$ cat config.mk
export PLATFORM = sky130hd
export DESIGN_NAME = id_sequence_controller
export DESIGN_NICKNAME = d
export VERILOG_FILES = /design/src/rtl/id_seq_pkg.sv /design/src/rtl/bcd_parity_gen.sv /design/src/rtl/id_sequence_controller.sv
export SDC_FILE = /design/constraint.sdc
export NUM_CORES = 1
export LEC_CHECK = 0
export ABC_CLOCK_PERIOD_IN_PS = 2800
export CAP_MARGIN = 10
export CORE_AREA = 3 3 96 61
export DETAILED_ROUTE_END_ITERATION = 7
export DIE_AREA = 0 0 99 64
export PLACE_DENSITY = 0.63
export SYNTH_ARGS = -nofsm -noshare
export SYNTH_HDL_FRONTEND = slang
export SYNTH_SLANG_ARGS = --single-unit
$ cat constraint.sdc
create_clock -name clk -period 2.8 [get_ports clk]
set_input_delay 0.84 -clock clk [delete_from_list [all_inputs] [get_ports clk]]
set_output_delay 0.84 -clock clk [all_outputs]
set_load 0.02 [all_outputs]
$ cat src/rtl/id_seq_pkg.sv
// Shared types, limits and the BCD substitution rule used by the ID digit sequencer.
package id_seq_pkg;

    typedef enum logic [1:0] {
        IDLE = 2'd0,
        EMIT = 2'd1,
        DONE = 2'd2
    } state_t;

    localparam logic [3:0] BCD_MAX    = 4'd9;
    localparam int         MAX_DIGITS = 8;

    // Non-BCD codes are replaced by zero before they reach the consumer.
    function automatic logic [3:0] bcd_sanitize(input logic [3:0] digit);
        return (digit > BCD_MAX) ? 4'd0 : digit;
    endfunction

endpackage

$ cat src/rtl/bcd_parity_gen.sv
// Combinational BCD sanitizer and parity generator for one stored digit.
module bcd_parity_gen
    import id_seq_pkg::*;
(
    input  logic [3:0] digit,
    output logic [3:0] bcd,
    output logic       odd_par,
    output logic       even_par,
    output logic       invalid
);

    logic [3:0] w_bcd;

    assign w_bcd    = bcd_sanitize(digit);
    assign bcd      = w_bcd;
    assign invalid  = (digit > BCD_MAX);
    // Parity always covers the substituted value, never the raw code.
    assign even_par = ^w_bcd;
    assign odd_par  = ~(^w_bcd);

endmodule

$ cat src/rtl/id_sequence_controller.sv
// Holds a programmable ID digit string and streams it one BCD digit per
// valid/ready handshake, with start/abort/done sequencing and a sticky BCD error.
module id_sequence_controller
    import id_seq_pkg::*;
#(
    parameter int NUM_DIGITS = 7,
    parameter int IDX_W      = 3
) (
    input  logic             clk,
    input  logic             reset_n,
    input  logic             load_en,
    input  logic [IDX_W-1:0] load_addr,
    input  logic [3:0]       load_digit,
    input  logic             start,
    input  logic             abort,
    output logic             out_valid,
    input  logic             out_ready,
    output logic [3:0]       out_digit,
    output logic             out_odd_par,
    output logic             out_even_par,
    output logic             out_last,
    output logic             busy,
    output logic             done,
    output logic             err_bcd
);

    localparam logic [IDX_W-1:0] LAST_IDX = IDX_W'(NUM_DIGITS - 1);

    state_t           r_state;
    state_t           w_state_next;
    logic [IDX_W-1:0] r_idx;
    logic [IDX_W-1:0] w_idx_next;
    logic [3:0]       r_mem [NUM_DIGITS];
    logic             r_err_bcd;

    logic             w_load_we;
    logic             w_start_ok;
    logic [3:0]       w_rd_digit;
    logic [3:0]       w_bcd;
    logic             w_odd_par;
    logic             w_even_par;
    logic             w_invalid;

    // Abort also blocks loads so an aborting cycle never alters storage.
    assign w_load_we  = (r_state == IDLE) && load_en && !abort;
    assign w_start_ok = (r_state == IDLE) && start && !abort;

    genvar gi;
    generate
        for (gi = 0; gi < NUM_DIGITS; gi++) begin : g_slot
            always_ff @(posedge clk or negedge reset_n) begin
                if (!reset_n) begin
                    r_mem[gi] <= 4'd0;
                end else if (w_load_we && (load_addr == IDX_W'(gi))) begin
                    r_mem[gi] <= load_digit;
                end
            end
        end
    endgenerate

    always_ff @(posedge clk or negedge reset_n) begin
        if (!reset_n) begin
            r_state <= IDLE;
            r_idx   <= '0;
        end else begin
            r_state <= w_state_next;
            r_idx   <= w_idx_next;
        end
    end

    always_comb begin
        w_state_next = r_state;
        w_idx_next   = r_idx;
        if (abort) begin
            w_state_next = IDLE;
            w_idx_next   = '0;
        end else begin
            case (r_state)
                IDLE: begin
                    if (start) begin
                        w_state_next = EMIT;
                        w_idx_next   = '0;
                    end
                end
                EMIT: begin
                    if (out_ready) begin
                        if (r_idx == LAST_IDX) begin
                            w_state_next = DONE;
                            w_idx_next   = '0;
                        end else begin
                            w_idx_next = r_idx + 1'b1;
                        end
                    end
                end
                DONE:    w_state_next = IDLE;
                default: w_state_next = IDLE;
            endcase
        end
    end

    // idx is parked at 0 outside EMIT, so the read port shows slot 0 when idle.
    assign w_rd_digit = r_mem[r_idx];

    bcd_parity_gen u_bcd_parity_gen (
        .digit    (w_rd_digit),
        .bcd      (w_bcd),
        .odd_par  (w_odd_par),
        .even_par (w_even_par),
        .invalid  (w_invalid)
    );

    always_ff @(posedge clk or negedge reset_n) begin
        if (!reset_n) begin
            r_err_bcd <= 1'b0;
        end else if (w_start_ok) begin
            r_err_bcd <= 1'b0;
        end else if (out_valid && w_invalid) begin
            r_err_bcd <= 1'b1;
        end
    end

    assign out_valid    = (r_state == EMIT);
    assign busy         = (r_state == EMIT);
    assign done         = (r_state == DONE);
    assign out_last     = (r_state == EMIT) && (r_idx == LAST_IDX);
    assign out_digit    = w_bcd;
    assign out_odd_par  = w_odd_par;
    assign out_even_par = w_even_par;
    // The flag rises in the same cycle the bad digit is first presented.
    assign err_bcd      = r_err_bcd | (out_valid & w_invalid);

endmodule
==> run metrics <==
DR vias/cell 5.09; Root Buffer clkbuf_8; first-pass GRT wire length 7.34 mm; post-synthesis sequential area ratio between 40 and 50%; HPWL Detailed approximately 3.4 mm; H-tree Lvls 2; Initial Utilization around a third; Worst Skew between 0.003 and 0.004 ns; Worst-Margin Slew ~0.59 ns; Non-Filler Instances approximately 260; outcome complete, but fails checks; final setup vio count 5; Cells after Synth between 100 and 150; DR vias between 1000 and 1500; Worst-Skew Late Latency ~0.28 ns; number of global-route vias before repair roughly 1400; largest net degree at the start of global routing 35; Rows 20; 1st-iter DRT viols 53; FF+latch count, synth 34; worst slack at placement -0.397 ns; Total GRT Usage 15.2%; Slew HR 59.9%; Post-synth EDFFs 0; Slew Limit Fails 0; placed instance area around 0.0022 mm^2; Crit Path Max Fanout 6; Leak approximately 1.1 nW; WP data required approximately 2 ns; failing checks setup timing; I/O Buffers 23; post-route minimum period between 3 and 4 ns; Hold Fails Final Rpt 0; worst path arrival time 2.19 ns; max cap viols 0; # fillers 440; area grow syn2layout 36.8%; CP startpoint r_idx[1]$_DFFE_PN0P_; Hold Crit Class flip-flop to flip-flop; FF-to-FF path depth 5; crit start category flip-flop; crit end category primary output; Main synth FF type dfrtp_1; final estimated routing congestion in global placement roughly 0.80; I/O pin total 24; clock buffer count from CTS 5; post-DR wirelength/cell about 17 um; YS warnings 0; post-route cell area approximately 0.0024 mm^2; FF/Latch Area ~850 um^2; Final WS setup -0.226 ns; DRT Wirelength 4.51 mm; Post-Syn Area per Cell between 10 and 15 um^2; footprint of the multi-input gates approximately 930 um^2; DRC viols 0; clock-pin slew on the worst setup and hold paths ~0.070 ns; post-synth net total roughly 150; Die X 99 um; Post-synth ARST share 100%; placed cell count 252; FMAX around 0.33 GHz; Tcrit/Tclk final 108%; HP Start r_mem[3]$_DFFE_PN0P_; antenna violation net count after detailed routing 0; Antenna Cells 0; RSZ-0062 raised after global routing true; PwrDens around 700 mW/mm^2; Post-Syn Area 0.00176 mm^2; gr ovfl total 0; critical path class flip-flop to primary output; reg-to-reg startpoint r_state[0]$_DFFE_PN0P_; share of layout cells above drive strength 1 roughly half; Clock Path Buffers 2; drt pass-1 iters 4; Tot Pwr around 0.0017 W; die height about 64 um; post-layout util a little under half; hold-critical path depth 1; Max VDD drop just over 0.0003 V; Core Footprint between 0.005 and 0.006 mm^2; post-synth cell types 34; DIE AREA about 0.0063 mm^2; CTS tree yes; CTS Sinks 34; initial antenna violation count 0; fin nets 207
## what timing repair did
action                                  in CTS  in global routing
resized for setup                           48                 12
hold buffers                                 0                  0
endpoints found under the setup margin       8                  7
pin swaps                                    6                  2
hold endpoints to repair                     0                  0
setup buffers                                1                  0
## sequential cells by signal, indices dropped and copies added, names as in the netlist
signal	count
r_mem	28
r_idx	3
r_state	2
r_err_bcd	1
## area by class of cell
type                       instances  area share (%)
clock inverter                     1           0.208
inverter                           4           0.623
timing repair buffer              50            18.3
clock buffer                       7            3.58
tap                               66            3.43
multi-input combinational         99            38.5
sequential                        34            35.4
## worst max-delay path: stages, from the launching register on
cell,delay (ns)
dfrtp_2,0.46
mux2_4,0.32
a221oi_2,0.25
a221o_2,0.19
xnor3_1,0.33
a22o_1,0.22
buf_6,0.14
## through the flow
stage	hold WS [ns]	setup TNS [ns]
final	0.513	-0.595
after floorplan	0.457	0
after global routing	0.522	-1.19
after detailed placement	0.496	-1.81
after CTS	0.511	-0.493
after global placement	0.478	-1.52
## final timing paths
kind | to | slack [ns]
max in group asynchronous | r_idx[2]$_DFFE_PN0P_ | 1.49
setup reg to reg | r_mem[18]$_DFFE_PN0P_ | 0.91
setup / recovery | out_even_par | -0.23
hold reg to reg | r_mem[3]$_DFFE_PN0P_ | 0.51
hold / removal | r_mem[3]$_DFFE_PN0P_ | 0.51
min in group asynchronous | r_mem[22]$_DFFE_PN0P_ | 0.97
## placed cells by master, fill, tap and decap left out, types with 4 or more instances in the layout
| master | synthesis | routed |
|---|---|---|
| buf_6 | 1 | 7 |
| nand3_1 | 4 | 4 |
| dfrtp_1 | 34 | 32 |
| nor2_1 | 7 | 5 |
| inv_1 | 4 | 4 |
| clkdlybuf4s50_1 | 0 | 15 |
| mux2i_1 | 10 | 9 |
| nor2b_1 | 7 | 5 |
| buf_4 | 2 | 27 |
| o21ai_0 | 4 | 4 |
| nand2_1 | 7 | 6 |
| clkbuf_8 | 0 | 6 |
| mux2_2 | 28 | 28 |
## metal layers
metal / track usage, % / routed length, um / part of all wire [%]
met2: 23.2 / 2130 / 47
met5: 0 / 0 / 0
met3: 4.03 / 204 / 4.5
met1: 21.6 / 2160 / 48
met4: 3.07 / 16 / 0.36
## logic make-up after synthesis
kind of cell    synth area share, %
compound gates                 9.45
mux                            25.7
xor+xnor                       1.28
buf+inv                        2.34
flops                          48.3
simple gates                   12.9
## cell usage after synthesis (2+ instances only)
cell / n / share of area [%]
nand3_1: 4 / 1.1
nand4b_1: 2 / 0.99
mux2i_1: 10 / 5.7
o21ai_0: 4 / 1.1
a22oi_1: 3 / 1.3
inv_1: 4 / 0.85
a21oi_1: 2 / 0.57
nor2_1: 7 / 1.5
nand2_1: 7 / 1.5
buf_4: 2 / 0.85
nor3b_2: 2 / 1.4
and3_1: 2 / 0.71
a221o_2: 2 / 1.3
mux2_1: 2 / 1.3
mux2_2: 28 / 18
nor2b_1: 7 / 2.5
a22o_1: 2 / 0.99
dfrtp_1: 34 / 48
## report_power, final
| part | internal, W | switching [W] | leakage, nW | total, W |
|---|---|---|---|---|
| clock network | 0.000198 | 0.000170 | 0.0482 | 0.000369 |
| logic | 0.000342 | 0.000278 | 0.578 | 0.000620 |
| registers | 0.000604 | 0.0000701 | 0.427 | 0.000674 |
| total | 0.00114 | 0.000518 | 1.05 | 0.00166 |
Power figures use the tool's default switching activity.
